<file path="src/rtl/simplez_sequencer.sv">
// SIMPLEZ control unit: fetch / decode / operand FSM issuing combinational microorders.
// State and the fetch counter advance on the falling clock edge, in step with the datapath.
module simplez_sequencer #(
  parameter int OPW  = 3,
  parameter int CNTW = 16
) (
  input  logic            clk,
  input  logic            rst,
  input  logic [OPW-1:0]  opcode,
  input  logic            ac_zero,
  input  logic            mem_rdy,
  output logic            lec,
  output logic            esc,
  output logic            era,
  output logic            incp,
  output logic            ecp,
  output logic            ccp,
  output logic            scp,
  output logic            eri,
  output logic            sri,
  output logic            eac,
  output logic            sac,
  output logic [1:0]      alu_op,
  output logic            stop,
  output logic [2:0]      state_o,
  output logic [CNTW-1:0] instr_cnt
);

  typedef enum logic [2:0] {
    S_INIT = 3'd0,
    S_I0   = 3'd1,
    S_I1   = 3'd2,
    S_O0   = 3'd3,
    S_O1   = 3'd4,
    S_HALT = 3'd5
  } state_t;

  localparam logic [OPW-1:0] OP_ST  = OPW'(0);
  localparam logic [OPW-1:0] OP_LD  = OPW'(1);
  localparam logic [OPW-1:0] OP_ADD = OPW'(2);
  localparam logic [OPW-1:0] OP_BR  = OPW'(3);
  localparam logic [OPW-1:0] OP_BZ  = OPW'(4);
  localparam logic [OPW-1:0] OP_CLR = OPW'(5);
  localparam logic [OPW-1:0] OP_DEC = OPW'(6);

  localparam logic [1:0] ALU_PASS = 2'b00;
  localparam logic [1:0] ALU_ADD  = 2'b01;
  localparam logic [1:0] ALU_DEC  = 2'b10;
  localparam logic [1:0] ALU_ZERO = 2'b11;

  state_t          r_state;
  state_t          w_next;
  logic [CNTW-1:0] r_cnt;

  always_comb begin
    lec    = 1'b0;
    esc    = 1'b0;
    era    = 1'b0;
    incp   = 1'b0;
    ecp    = 1'b0;
    ccp    = 1'b0;
    scp    = 1'b0;
    eri    = 1'b0;
    sri    = 1'b0;
    eac    = 1'b0;
    sac    = 1'b0;
    alu_op = ALU_PASS;
    stop   = 1'b0;
    w_next = r_state;
    case (r_state)
      S_INIT: begin
        ccp    = 1'b1;
        w_next = S_O1;
      end
      S_I0: begin
        lec = 1'b1;
        if (mem_rdy) begin
          eri    = 1'b1;
          incp   = 1'b1;
          w_next = S_I1;
        end
      end
      S_I1: begin
        case (opcode)
          OP_ST, OP_LD, OP_ADD: begin
            sri    = 1'b1;
            era    = 1'b1;
            w_next = S_O0;
          end
          OP_BR: begin
            sri    = 1'b1;
            era    = 1'b1;
            ecp    = 1'b1;
            w_next = S_I0;
          end
          OP_BZ: begin
            if (ac_zero) begin
              sri    = 1'b1;
              era    = 1'b1;
              ecp    = 1'b1;
              w_next = S_I0;
            end else begin
              w_next = S_O1;
            end
          end
          OP_CLR: begin
            eac    = 1'b1;
            alu_op = ALU_ZERO;
            w_next = S_O1;
          end
          OP_DEC: begin
            eac    = 1'b1;
            alu_op = ALU_DEC;
            w_next = S_O1;
          end
          // HLT and any undecodable opcode both stop the machine
          default: w_next = S_HALT;
        endcase
      end
      S_O0: begin
        case (opcode)
          OP_ST: begin
            sac = 1'b1;
            esc = 1'b1;
          end
          OP_LD: begin
            lec = 1'b1;
            if (mem_rdy) begin
              eac    = 1'b1;
              alu_op = ALU_PASS;
            end
          end
          OP_ADD: begin
            lec = 1'b1;
            if (mem_rdy) begin
              eac    = 1'b1;
              alu_op = ALU_ADD;
            end
          end
          default: ;
        endcase
        if (mem_rdy) w_next = S_O1;
      end
      S_O1: begin
        scp    = 1'b1;
        era    = 1'b1;
        w_next = S_I0;
      end
      S_HALT: begin
        stop   = 1'b1;
        w_next = S_HALT;
      end
      default: w_next = S_INIT;
    endcase
  end

  always_ff @(negedge clk or posedge rst) begin
    if (rst) begin
      r_state <= S_INIT;
      r_cnt   <= '0;
    end else begin
      r_state <= w_next;
      if (r_state == S_I0 && mem_rdy) r_cnt <= r_cnt + CNTW'(1);
    end
  end

  assign state_o   = r_state;
  assign instr_cnt = r_cnt;

endmodule

</file>
<file path="config.mk">
export PLATFORM = sky130hd
export DESIGN_NAME = simplez_sequencer
export DESIGN_NICKNAME = d
export VERILOG_FILES = /design/src/rtl/simplez_sequencer.sv
export SDC_FILE = /design/constraint.sdc
export NUM_CORES = 1
export LEC_CHECK = 0
export BUFFER_PORTS_ARGS = -buffer_cell sky130_fd_sc_hd__buf_2
export CAP_MARGIN = 20
export CORE_MARGIN = 8
export CORE_UTILIZATION = 52
export DETAILED_ROUTE_END_ITERATION = 10
export PLACE_DENSITY = 0.92
export REMOVE_ABC_BUFFERS = 1
export SLEW_MARGIN = 20
export SYNTH_ARGS = -nofsm -noshare
export SYNTH_HDL_FRONTEND = slang
export SYNTH_SLANG_ARGS = --single-unit
</file>
<file path="constraint.sdc">
create_clock -name clk -period 3.3 [get_ports clk]
set_clock_uncertainty 0.05 [all_clocks]
set_input_delay 0.66 -clock clk [delete_from_list [all_inputs] [get_ports clk]]
set_output_delay 0.66 -clock clk [all_outputs]
set_load 0.05 [all_outputs]
</file>
==> implementation parameters, run 1 <==
Parameter                              Value

Yosys
  Post-synth cell types ... 36
  Share of synthesized registers carrying an async set or reset ... 1.000
  Yosys Warn Count ... 0
  Sequential cell area fraction in the yosys report ... 0.4393
  Post-synthesis sequential element count ... 19
  Number of enable flip-flop cells after synthesis ... 0
  Synthesized area per cell ... between 10 and 15 um2
  Number of cells produced by synthesis ... ~110
  Most used flip-flop cell after synthesis ... sky130_fd_sc_hd__dfrtn_1
  Post-synthesis instance area ... around 1100 um2

Timing
  Worst endpoint type ... output port
  Last worst endpoint in the global-route repair_timing ... esc

Die
  Die height ... 61.62 um
  Site Rows ... 16
  Num ports ... 40
  Die width ... between 60 and 70 um
  Starting Density ... 0.5517

Placed design
  PortBufs ... 39
  Dpl cells ... ~190
  HPWL Detailed ... between 2 and 2.5 mm
  Weighted congestion reported at the end of routability-driven placement ... around 0.87
  Total placed instance area ... around 1400 um2

Status
  First reported error ... [ERROR DPL-0038] Utilization greater than 100%, impossible to legalize
  Result of the run ... did not finish
  Last stage ... global routing

Clock tree
  H-tree lvl count ... 1
  Cell at the root of the clock tree ... sky130_fd_sc_hd__clkbuf_4
  Maximum count of clock buffers along a single path ... 2
  Clock Sink Count ... 19
  CTS Buf Count ... 3

Global routing
  Maximum number of pins on one net before global-route repair ... 20
timing repair:
| action | CTS |
|---|---|
| pin swaps | 3 |
| hold buffers | 0 |
| setup endpoints to repair | 33 |
| resized for setup | 85 |
| buffers inserted | 22 |
cells by family after synthesis:
group           count (synthesis)  synth area share
compound gates                 10           0.05549
xor+xnor                       17            0.1376
fa+ha+maj                       1           0.01156
buf+inv                        12           0.05778
flops                          19            0.4393
simple gates                   49            0.2983
cells in the mapped netlist, types with 2 or more instances:
| cell | n | area share |
|---|---|---|
| sky130_fd_sc_hd__clkbuf_1 | 2 | 0.0069 |
| sky130_fd_sc_hd__nand4_1 | 3 | 0.017 |
| sky130_fd_sc_hd__nand3_1 | 8 | 0.037 |
| sky130_fd_sc_hd__xnor2_1 | 9 | 0.073 |
| sky130_fd_sc_hd__nor3b_1 | 3 | 0.021 |
| sky130_fd_sc_hd__nor4_4 | 2 | 0.039 |
| sky130_fd_sc_hd__nor3_1 | 6 | 0.028 |
| sky130_fd_sc_hd__nand2_1 | 10 | 0.035 |
| sky130_fd_sc_hd__dfrtn_1 | 19 | 0.44 |
| sky130_fd_sc_hd__xor2_1 | 8 | 0.065 |
| sky130_fd_sc_hd__a21oi_1 | 4 | 0.018 |
| sky130_fd_sc_hd__buf_4 | 2 | 0.014 |
| sky130_fd_sc_hd__inv_1 | 4 | 0.014 |
| sky130_fd_sc_hd__nor2_1 | 6 | 0.021 |
metrics by stage:
stage | TNS (ns) | hold WS (ns) | utilization | worst slack (ns)
2_1_floorplan | -19.01 | 0.6121 | - | -2.612
3_3_place_gp | -4.421 | 0.3583 | 0.7232 | -0.4096
3_5_place_dp | -5.565 | 0.3674 | 0.7232 | -0.4841
4_1_cts | -7.186 | 0.3906 | 0.9739 | -0.6076
==> inputs of run 2 (changes only) <==
CORE_AREA = 8 8 69 71   (was unset)
CORE_MARGIN = unset   (was 8)
CORE_UTILIZATION = unset   (was 52)
DIE_AREA = 0 0 77 79   (was unset)
PLACE_DENSITY = unset   (was 0.92)
PLACE_DENSITY_LB_ADDON = 0.15   (was unset)
==> implementation parameters, run 2 <==
Parameter                              Value

Timing
  WHS ... 0.3700 ns
  Total of endpoints with negative setup slack in the final report ... 17
  Final worst setup slack ... -0.5692 ns
  Worst-margin pin slew ... just over 0.4 ns
  Worst max-slew margin expressed relative to the limit ... 0.7288
  Endpoints failing hold ... 0
  Number of pins with negative max-slew slack in the final report ... 0
  Setup repair after global routing missed its margin ... true

Yosys
  Synthesized area per cell ... approximately 10 um2
  Sequential cell area fraction in the yosys report ... 0.4393
  Number of enable flip-flop cells after synthesis ... 0
  Post-synth cell types ... 36
  Post-synthesis sequential element count ... 19
  Library cell with the highest instance count after synthesis ... sky130_fd_sc_hd__dfrtn_1
  Most used flip-flop cell after synthesis ... sky130_fd_sc_hd__dfrtn_1
  Cell accounting for the most synthesized area ... sky130_fd_sc_hd__dfrtn_1
  Top cell types by occurrence after synthesis ... sky130_fd_sc_hd__dfrtn_1 (19), sky130_fd_sc_hd__nand2_1 (10), sky130_fd_sc_hd__xnor2_1 (9), sky130_fd_sc_hd__nand3_1 (8), sky130_fd_sc_hd__xor2_1 (8)
  Post-synthesis instance area ... ~1100 um2
  Number of cells produced by synthesis ... roughly 110
  Ranking of synthesized cells by area ... sky130_fd_sc_hd__dfrtn_1 (44%), sky130_fd_sc_hd__xnor2_1 (7.3%), sky130_fd_sc_hd__xor2_1 (6.5%)
  Yosys Warn Count ... 0
  Share of synthesized registers carrying an async set or reset ... 1.000
  Portion of synthesized cell area occupied by the leading cell type ... 0.4393

Worst hold path
  Worst min path class ... reg2reg

Clock tree
  H-tree lvl count ... 1
  Clock latency of the later-clocked register in the worst-skew pair ... 0.27 ns
  Maximum count of clock buffers along a single path ... 2
  Clock Sink Count ... 19
  Cell at the root of the clock tree ... sky130_fd_sc_hd__clkbuf_8
  Hold buffer count at cts ... 0
  Clock tree from TritonCTS ... yes
  CTS Buf Count ... 3
  Worst-path clk slew ... approximately 0.050 ns

Critical path
  CP Data Arrival Time ... around 3.2 ns
  Startpoint Class ... flip-flop
  Kind of capture point of the worst setup path ... output port
  Required time of the critical path ... approximately 2.6 ns
  Critical path class ... reg2out
  R2R Setup Slk ... roughly 1.5 ns
  Critical path peak fanout ... 3

Layout
  Signed area change from the synthesized netlist to the final layout ... 74.22%
  Ant diodes ... 0
  Design Area, Final ... around 1900 um2
  Final std cells w/o fill ... between 200 and 250
  Share of cells above drive strength 1 ... 0.5337
  Final core area utilization ... 0.4964
  Most frequent cells in the layout ... sky130_fd_sc_hd__buf_4 (38), sky130_fd_sc_hd__buf_6 (22), sky130_fd_sc_hd__dfrtn_1 (19)
  Flip-flop count of the largest register, all copies and words added ... 16
  Most common library cell in the layout ignoring fill and taps ... sky130_fd_sc_hd__buf_4
  Layout Nets ... about 190

Drt
  Detail Route met2 WL ... 1.660 mm
  Routed wl met3 ... 98 um
  Drt total wl ... slightly above 3 mm
  Pre-antenna DRT Iters ... 4
  Top layer used by detailed routing ... met4
  Vias after detailed routing ... between 1000 and 1500
  Mean number of vias per cell ... between 4 and 5
  WL met1 ... between 1 and 1.5 mm
  Detail Route Antenna Nets ... 0
  Initial DRC Count ... 50
  Mean routed wirelength per cell ... between 10 and 15 um
  Drt drc ... 0

Placed design
  Dpl cells ... 210
  HPWL Detailed ... around 2.1 mm
  Total placed instance area ... approximately 1400 um2
  Weighted congestion reported at the end of routability-driven placement ... 0.7801
  PortBufs ... 39

Die
  Core box area ... 3799 um2
  Die area ... approximately 6100 um2
  Num ports ... 40
  Die height ... between 70 and 80 um
  Starting Density ... 0.2849
  Site Rows ... 23
  Die width ... a little under 80 um

Status
  Result of the run ... complete, but fails checks
  Violated checks ... setup timing

Global routing
  Maximum number of pins on one net before global-route repair ... 20
  GRT overflow ... 0
  Total GRT Usage ... 0.09838
  First-pass GRT wire length ... around 5.0 mm
  Via count of the first global-routing pass ... between 1000 and 1500
  Number of antenna violations at the first check in global routing ... 0

Power and ir drop
  Leakage component of the power ... approximately 0.00096 uW
  Worst voltage drop across the vdd grid ... 470.0 uV
  Pwr per Cell Area ... 776.4 nW/um2

Job
  Maxcap violations ... 0
==> run 2: cell counts after synthesis <==
Identical to the previous run, type by type.
==> run 2: path summary, 6_finish.rpt <==
check | cells after the start | to | from
worst max-delay path | 4 | esc | state_o[1]$_DFFE_NP0P_
worst min-delay path | 1 | instr_cnt[15]$_DFFE_NP0P_ | instr_cnt[15]$_DFFE_NP0P_
worst max register to register | 5 | instr_cnt[13]$_DFFE_NP0P_ | instr_cnt[4]$_DFFE_NP0P_
worst min register to register | 1 | instr_cnt[15]$_DFFE_NP0P_ | instr_cnt[15]$_DFFE_NP0P_
max in group asynchronous | 3 | state_o[1]$_DFFE_NP0P_ | rst
min in group asynchronous | 3 | instr_cnt[15]$_DFFE_NP0P_ | rst
==> run 2: power breakdown <==
group / internal, uW / total [uW] / switching (uW)
registers: 281 / 312 / 30.2
logic: 414 / 992 / 577
clock network: 85.7 / 160 / 74.7
==> run 2: per-layer routing <==
| metal | up-vias | GRT usage |
|---|---|---|
| met4 | 0 | 0.03396 |
| met3 | 2 | 0.02144 |
| met5 | - | 0 |
| li1 | 510 | - |
| met1 | 503 | 0.1071 |
| met2 | 17 | 0.1844 |
==> run 2: area by class of cell <==
cell class | count | area (um2)
multi-input cells | 77 | 618.1
well taps | 50 | 62.56
inverters | 5 | 23.77
fillers | 354 | 1913
repair buffers | 73 | 660.6
flip-flops and latches | 19 | 475.5
clock buffers | 4 | 45.04
==> run 2: worst max-delay path, cell delays in order, from the launching register on <==
cell	delay, ns
sky130_fd_sc_hd__dfrtn_1	0.41
sky130_fd_sc_hd__nor4bb_2	0.27
sky130_fd_sc_hd__buf_4	0.16
sky130_fd_sc_hd__nor3b_4	0.21
sky130_fd_sc_hd__buf_6	0.19
==> run 2: cell families (layout without fill, tap and decap cells) <==
group,count (synthesis),after routing,synth area share
buffers and inverters,12,82,0.05778
AO/OA/AOI/OAI,10,10,0.05549
XOR/XNOR,17,17,0.1376
AND/OR/NAND/NOR,49,49,0.2983
adder cells (fa/ha/maj),1,1,0.01156
flip-flops,19,19,0.4393
==> run 2: metrics by stage <==
| step | setup slack (ns) | TNS (ns) | total power [uW] |
|---|---|---|---|
| floorplan | -2.612 | -19.01 | 817.1 |
| global placement | -0.4015 | -5.736 | 1042 |
| detailed placement | -0.4323 | -6.400 | 1054 |
| CTS | -0.5887 | -6.984 | 1416 |
| global route | -0.6715 | -8.108 | 1536 |
| finish | -0.5692 | -6.734 | 1464 |
==> run 2: what timing repair did <==
action                                 CTS  global route
resized for setup                       64            21
cloned                                   1             0
setup buffers                            9             4
endpoints found under the hold margin    0             0
pin swaps                                3             6
setup endpoints to repair               33            30
Power figures use the tool's default switching activity.
==> inputs of run 3 (changes only) <==
clock period = 4.08 ns   (was 3.3 ns; I/O delays follow)
==> implementation parameters, run 3 (synthesis results as in run 2) <==
Parameter                              Value

Critical path
  RR Startpoint ... state_o[1]$_DFFE_NP0P_
  Cell-by-cell listing of the critical path ... nor4bb_2, buf_4, nor3b_4, buf_6
  Critical path class ... reg2out
  CP Data Arrival Time ... roughly 3.6 ns
  R2R Setup Slk ... between 2 and 2.5 ns
  CP Launch Point ... state_o[0]$_DFFE_NP0P_
  Critical path peak fanout ... 3
  Buffers & Inverters on Critical Path ... 2
  Kind of capture point of the worst setup path ... output port
  Required time of the critical path ... between 3 and 4 ns
  Cells on worst reg2reg path ... 8
  Crit Reg-Reg Endpoint ... instr_cnt[14]$_DFFE_NP0P_
  Largest stage delay on the critical path ... between 0.4 and 0.5 ns
  Startpoint Class ... flip-flop
  Max stage delay cell, worst path ... sky130_fd_sc_hd__dfrtn_1
  Category of cells accounting for the largest share of critical-path delay ... simple AND/OR/NAND/NOR gates

Layout
  Flip-flop count of the largest register, all copies and words added ... 16
  Layout Nets ... 174
  Most frequent cells in the layout ... sky130_fd_sc_hd__buf_2 (22), sky130_fd_sc_hd__buf_6 (20), sky130_fd_sc_hd__dfrtn_1 (19)
  Share of cells above drive strength 1 ... 0.5030
  Signed area change from the synthesized netlist to the final layout ... 60.58%
  Most common library cell in the layout ignoring fill and taps ... sky130_fd_sc_hd__buf_2
  Design Area, Final ... ~1700 um2
  Ant diodes ... 0
  Final core area utilization ... 0.4575

Placed design
  PortBufs ... 39
  Weighted congestion reported at the end of routability-driven placement ... 0.7243
  Total placed instance area ... approximately 1400 um2
  HPWL Detailed ... 2.108 mm

Die
  Starting Density ... 0.2849
  Num ports ... 40
  Die area ... roughly 6100 um2
  Core box area ... 3799 um2
  Die height ... between 70 and 80 um
  Die width ... between 70 and 80 um
  Site Rows ... 23

Clock tree
  CTS Buf Count ... 3
  Clock Sink Count ... 19
  Hold buffer count at cts ... 0
  Worst-path clk slew ... 0.05 ns
  H-tree lvl count ... 1
  Clock latency of the later-clocked register in the worst-skew pair ... about 0.27 ns
  Maximum count of clock buffers along a single path ... 2
  Clock tree from TritonCTS ... yes
  Cell at the root of the clock tree ... sky130_fd_sc_hd__clkbuf_8

Timing
  Endpoints failing hold ... 0
  Final worst setup slack ... -0.3610 ns
  Setup repair after global routing missed its margin ... true
  Worst max-slew margin expressed relative to the limit ... 0.7125
  Worst-margin pin slew ... 0.4282 ns
  Total of endpoints with negative setup slack in the final report ... 14
  WHS ... around 0.38 ns
  Number of pins with negative max-slew slack in the final report ... 0

Drt
  Drt drc ... 0
  Mean number of vias per cell ... ~4.6
  Mean routed wirelength per cell ... 14.56 um
  Pre-antenna DRT Iters ... 4
  Vias after detailed routing ... approximately 990
  Drt total wl ... 3.130 mm
  Detail Route Antenna Nets ... 0
  Initial DRC Count ... 34

Job
  Maxcap violations ... 0

Power and ir drop
  Switching power as a share of total power ... 0.4774
  Combinational fraction of design power ... 0.658
  Cell-internal power ... 614.8 uW
  Relative contribution of sequential cells to total power ... 0.231
  Total chip power ... between 1000 and 1500 uW
  P_sw ... 561.7 uW
  Pwr per Cell Area ... slightly below 700 nW/um2
  Leakage component of the power ... 0.0008836 uW
  Clock network fraction of design power ... 0.111
  Worst voltage drop across the vdd grid ... around 370 uV

Global routing
  GRT overflow ... 0
  Number of antenna violations at the first check in global routing ... 0
  First-pass GRT wire length ... 4.885 mm
  Maximum number of pins on one net before global-route repair ... 20
  Via count of the first global-routing pass ... approximately 1000
  Total GRT Usage ... 0.09680

Worst hold path
  Beginning of the worst hold path ... instr_cnt[15]$_DFFE_NP0P_
  Worst min path class ... reg2reg
  Hold path endpoint ... instr_cnt[15]$_DFFE_NP0P_
  Worst hold path stage count ... 1

Status
  Result of the run ... complete, but fails checks
  Violated checks ... setup timing
## run 3: cell type report
class / count / area [um2]
sequential: 19 / 475.5
multi-input combinational: 77 / 623.1
inverter: 5 / 23.77
timing repair buffer: 60 / 508.0
fill: 400 / 2061
clock buffer: 4 / 45.04
tap: 50 / 62.56
## run 3: power groups by stage
stage          Clock [uW]  Combinational (uW)  Sequential [uW]
2_1_floorplan           0                 247              414
3_3_place_gp            0                 551              266
3_5_place_dp            0                 557              269
4_1_cts               138                 681              271
5_1_grt               143                 813              279
6_report              130                 775              272
## run 3: stage by stage
stage,setup TNS [ns],std cells,worst slack (ns)
after floorplan,-13.93,101,-2.378
after global placement,-1.025,201,-0.1748
after detailed placement,-1.301,201,-0.1985
after CTS,-3.403,211,-0.3656
after global routing,-4.055,215,-0.4413
final,-3.119,215,-0.3610
## run 3: worst max path at each step
stage | slack [ns] | depth (start not counted) | to
after floorplan | -2.38 | 2 | esc
after global placement | -0.17 | 4 | esc
after detailed placement | -0.20 | 4 | esc
after CTS | -0.37 | 4 | esc
after global routing | -0.44 | 4 | esc
final | -0.36 | 4 | esc
## run 3: timing repair
| action | CTS | global route |
|---|---|---|
| resized for setup | 42 | 28 |
| hold endpoints to repair | 0 | 0 |
| cloned | 1 | 0 |
| pin swaps | 5 | 7 |
| setup endpoints to repair | 14 | 16 |
| buffers inserted | 5 | 4 |
## run 3: layer usage
metal | up-vias | share of wire | GRT usage
li1 | 484 | - | -
met1 | 483 | 0.40 | 0.09993
met2 | 18 | 0.55 | 0.1793
met3 | 2 | 0.044 | 0.02596
met4 | 0 | 0.0093 | 0.04528
met5 | - | 0 | 0
==> inputs of run 4 (changes only) <==
SETUP_SLACK_MARGIN = 0.05   (was unset)
==> implementation parameters, run 4 (synthesis results as in run 2) <==
Parameter                              Value

Status
  Result of the run ... complete, but fails checks
  Violated checks ... setup timing

Global routing
  Number of antenna violations at the first check in global routing ... 0
  Maximum number of pins on one net before global-route repair ... 20
  Via count of the first global-routing pass ... between 1000 and 1500
  GRT overflow ... 0
  Total GRT Usage ... 0.09680
  First-pass GRT wire length ... 4.885 mm

Timing
  Final worst setup slack ... -0.3632 ns
  Worst-margin pin slew ... about 0.42 ns
  Setup repair after global routing missed its margin ... true
  Endpoints failing hold ... 0
  WHS ... 0.3776 ns
  Sum of negative setup slack ... -3.177 ns
  Worst max-slew margin expressed relative to the limit ... 0.7160
  Number of pins with negative max-slew slack in the final report ... 0
  Total of endpoints with negative setup slack in the final report ... 14

Critical path
  Max stage delay cell, worst path ... sky130_fd_sc_hd__dfrtn_1
  Cell-by-cell listing of the critical path ... nor4bb_2, buf_4, nor3b_4, buf_6
  Buffers & Inverters on Critical Path ... 2
  CP Data Arrival Time ... 3.58 ns
  Critical path class ... reg2out
  Kind of capture point of the worst setup path ... output port
  Critical path peak fanout ... 3
  Category of cells accounting for the largest share of critical-path delay ... simple AND/OR/NAND/NOR gates
  Startpoint Class ... flip-flop
  Required time of the critical path ... between 3 and 4 ns
  Largest stage delay on the critical path ... approximately 0.43 ns

Drt
  Drt total wl ... 3.119 mm
  Drt drc ... 0
  Initial DRC Count ... 25
  Mean number of vias per cell ... 4.553
  Detail Route Antenna Nets ... 0
  Mean routed wirelength per cell ... 14.51 um
  Vias after detailed routing ... slightly below 1000
  Pre-antenna DRT Iters ... 3

Worst hold path
  Worst min path class ... reg2reg

Clock tree
  Clock Sink Count ... 19
  Maximum count of clock buffers along a single path ... 2
  Clock tree from TritonCTS ... yes
  Cell at the root of the clock tree ... sky130_fd_sc_hd__clkbuf_8
  Worst-path clk slew ... ~0.05 ns
  Clock latency of the later-clocked register in the worst-skew pair ... 0.27 ns
  H-tree lvl count ... 1
  CTS Buf Count ... 3

Die
  Core box area ... about 3800 um2
  Die height ... slightly below 80 um
  Num ports ... 40
  Site Rows ... 23
  Die area ... 6083 um2
  Die width ... between 70 and 80 um
  Starting Density ... 0.2849

Layout
  Signed area change from the synthesized netlist to the final layout ... 61.85%
  Fill cells ... ~400
  Flip-flop count of the largest register, all copies and words added ... 16
  Layout Nets ... 174
  Ant diodes ... 0
  Most common library cell in the layout ignoring fill and taps ... sky130_fd_sc_hd__buf_2
  Share of cells above drive strength 1 ... 0.5030
  Final core area utilization ... 0.4611
  Most frequent cells in the layout ... sky130_fd_sc_hd__buf_2 (20), sky130_fd_sc_hd__dfrtn_1 (19), sky130_fd_sc_hd__buf_6 (17)

Power and ir drop
  Worst voltage drop across the vdd grid ... 381.3 uV
  Pwr per Cell Area ... approximately 680 nW/um2
  Leakage component of the power ... 0.0008908 uW

Placed design
  PortBufs ... 39
  HPWL Detailed ... around 2.1 mm
  Weighted congestion reported at the end of routability-driven placement ... between 0.7 and 0.8

Job
  Maxcap violations ... 0
run 4: cell types whose count changed in the layout (fill, tap and decap cells not counted):
cell,change
sky130_fd_sc_hd__buf_2,-2
sky130_fd_sc_hd__buf_4,+1
sky130_fd_sc_hd__buf_6,-3
sky130_fd_sc_hd__buf_8,+2
sky130_fd_sc_hd__clkbuf_4,+2
sky130_fd_sc_hd__nand2_2,-1
sky130_fd_sc_hd__nand2_4,+1
run 4: path summary, 6_finish.rpt:
path	startpoint	to	slack, ns	cells after the start
worst max-delay path	state_o[0]$_DFFE_NP0P_	esc	-0.36	4
min in group asynchronous	rst	instr_cnt[15]$_DFFE_NP0P_	2.44	3
max in group asynchronous	rst	instr_cnt[10]$_DFFE_NP0P_	1.30	3
worst max register to register	state_o[1]$_DFFE_NP0P_	instr_cnt[14]$_DFFE_NP0P_	2.15	8
worst min register to register	instr_cnt[15]$_DFFE_NP0P_	instr_cnt[15]$_DFFE_NP0P_	0.38	1
worst min-delay path	instr_cnt[15]$_DFFE_NP0P_	instr_cnt[15]$_DFFE_NP0P_	0.38	1
run 4: per-stage QoR:
stage	cells	setup WS (ns)	power [uW]	area (um2)
floorplan	101	-2.378	660.9	1040
global placement	201	-0.1748	817.8	1380
detailed placement	201	-0.1985	825.8	1380
CTS	211	-0.3656	1104	1623
global route	215	-0.4413	1252	1752
finish	215	-0.3632	1194	1752
run 4: final cells by class:
class / count / area [um2] / area share
clock buffer: 4 / 45.04 / 0.02571
inverter: 5 / 23.77 / 0.01357
multi-input combinational: 77 / 628.1 / 0.3586
sequential: 19 / 475.5 / 0.2714
tap: 50 / 62.56 / 0.03571
timing repair buffer: 60 / 516.7 / 0.2950
run 4: power by group:
part / leakage [uW] / internal [uW] / switching (uW)
logic: 0.000620 / 330 / 463
clock network: 0.0000228 / 69.3 / 60.4
registers: 0.000248 / 228 / 44.3
total: 0.000891 / 627 / 567
run 4: per-layer routing:
metal | vias up | part of all wire | track usage
met2 | 16 | 0.54 | 0.1793
met3 | 4 | 0.043 | 0.02596
met1 | 475 | 0.39 | 0.09993
met4 | 0 | 0.021 | 0.04528
met5 | - | 0 | 0
li1 | 484 | - | -
run 4: what timing repair did:
action | 4_1_cts | 5_1_grt
pin swaps | 5 | 7
setup buffers | 5 | 4
resized for setup | 46 | 26
endpoints found under the setup margin | 17 | 17
hold buffers | 0 | 0
cloned | 1 | 0
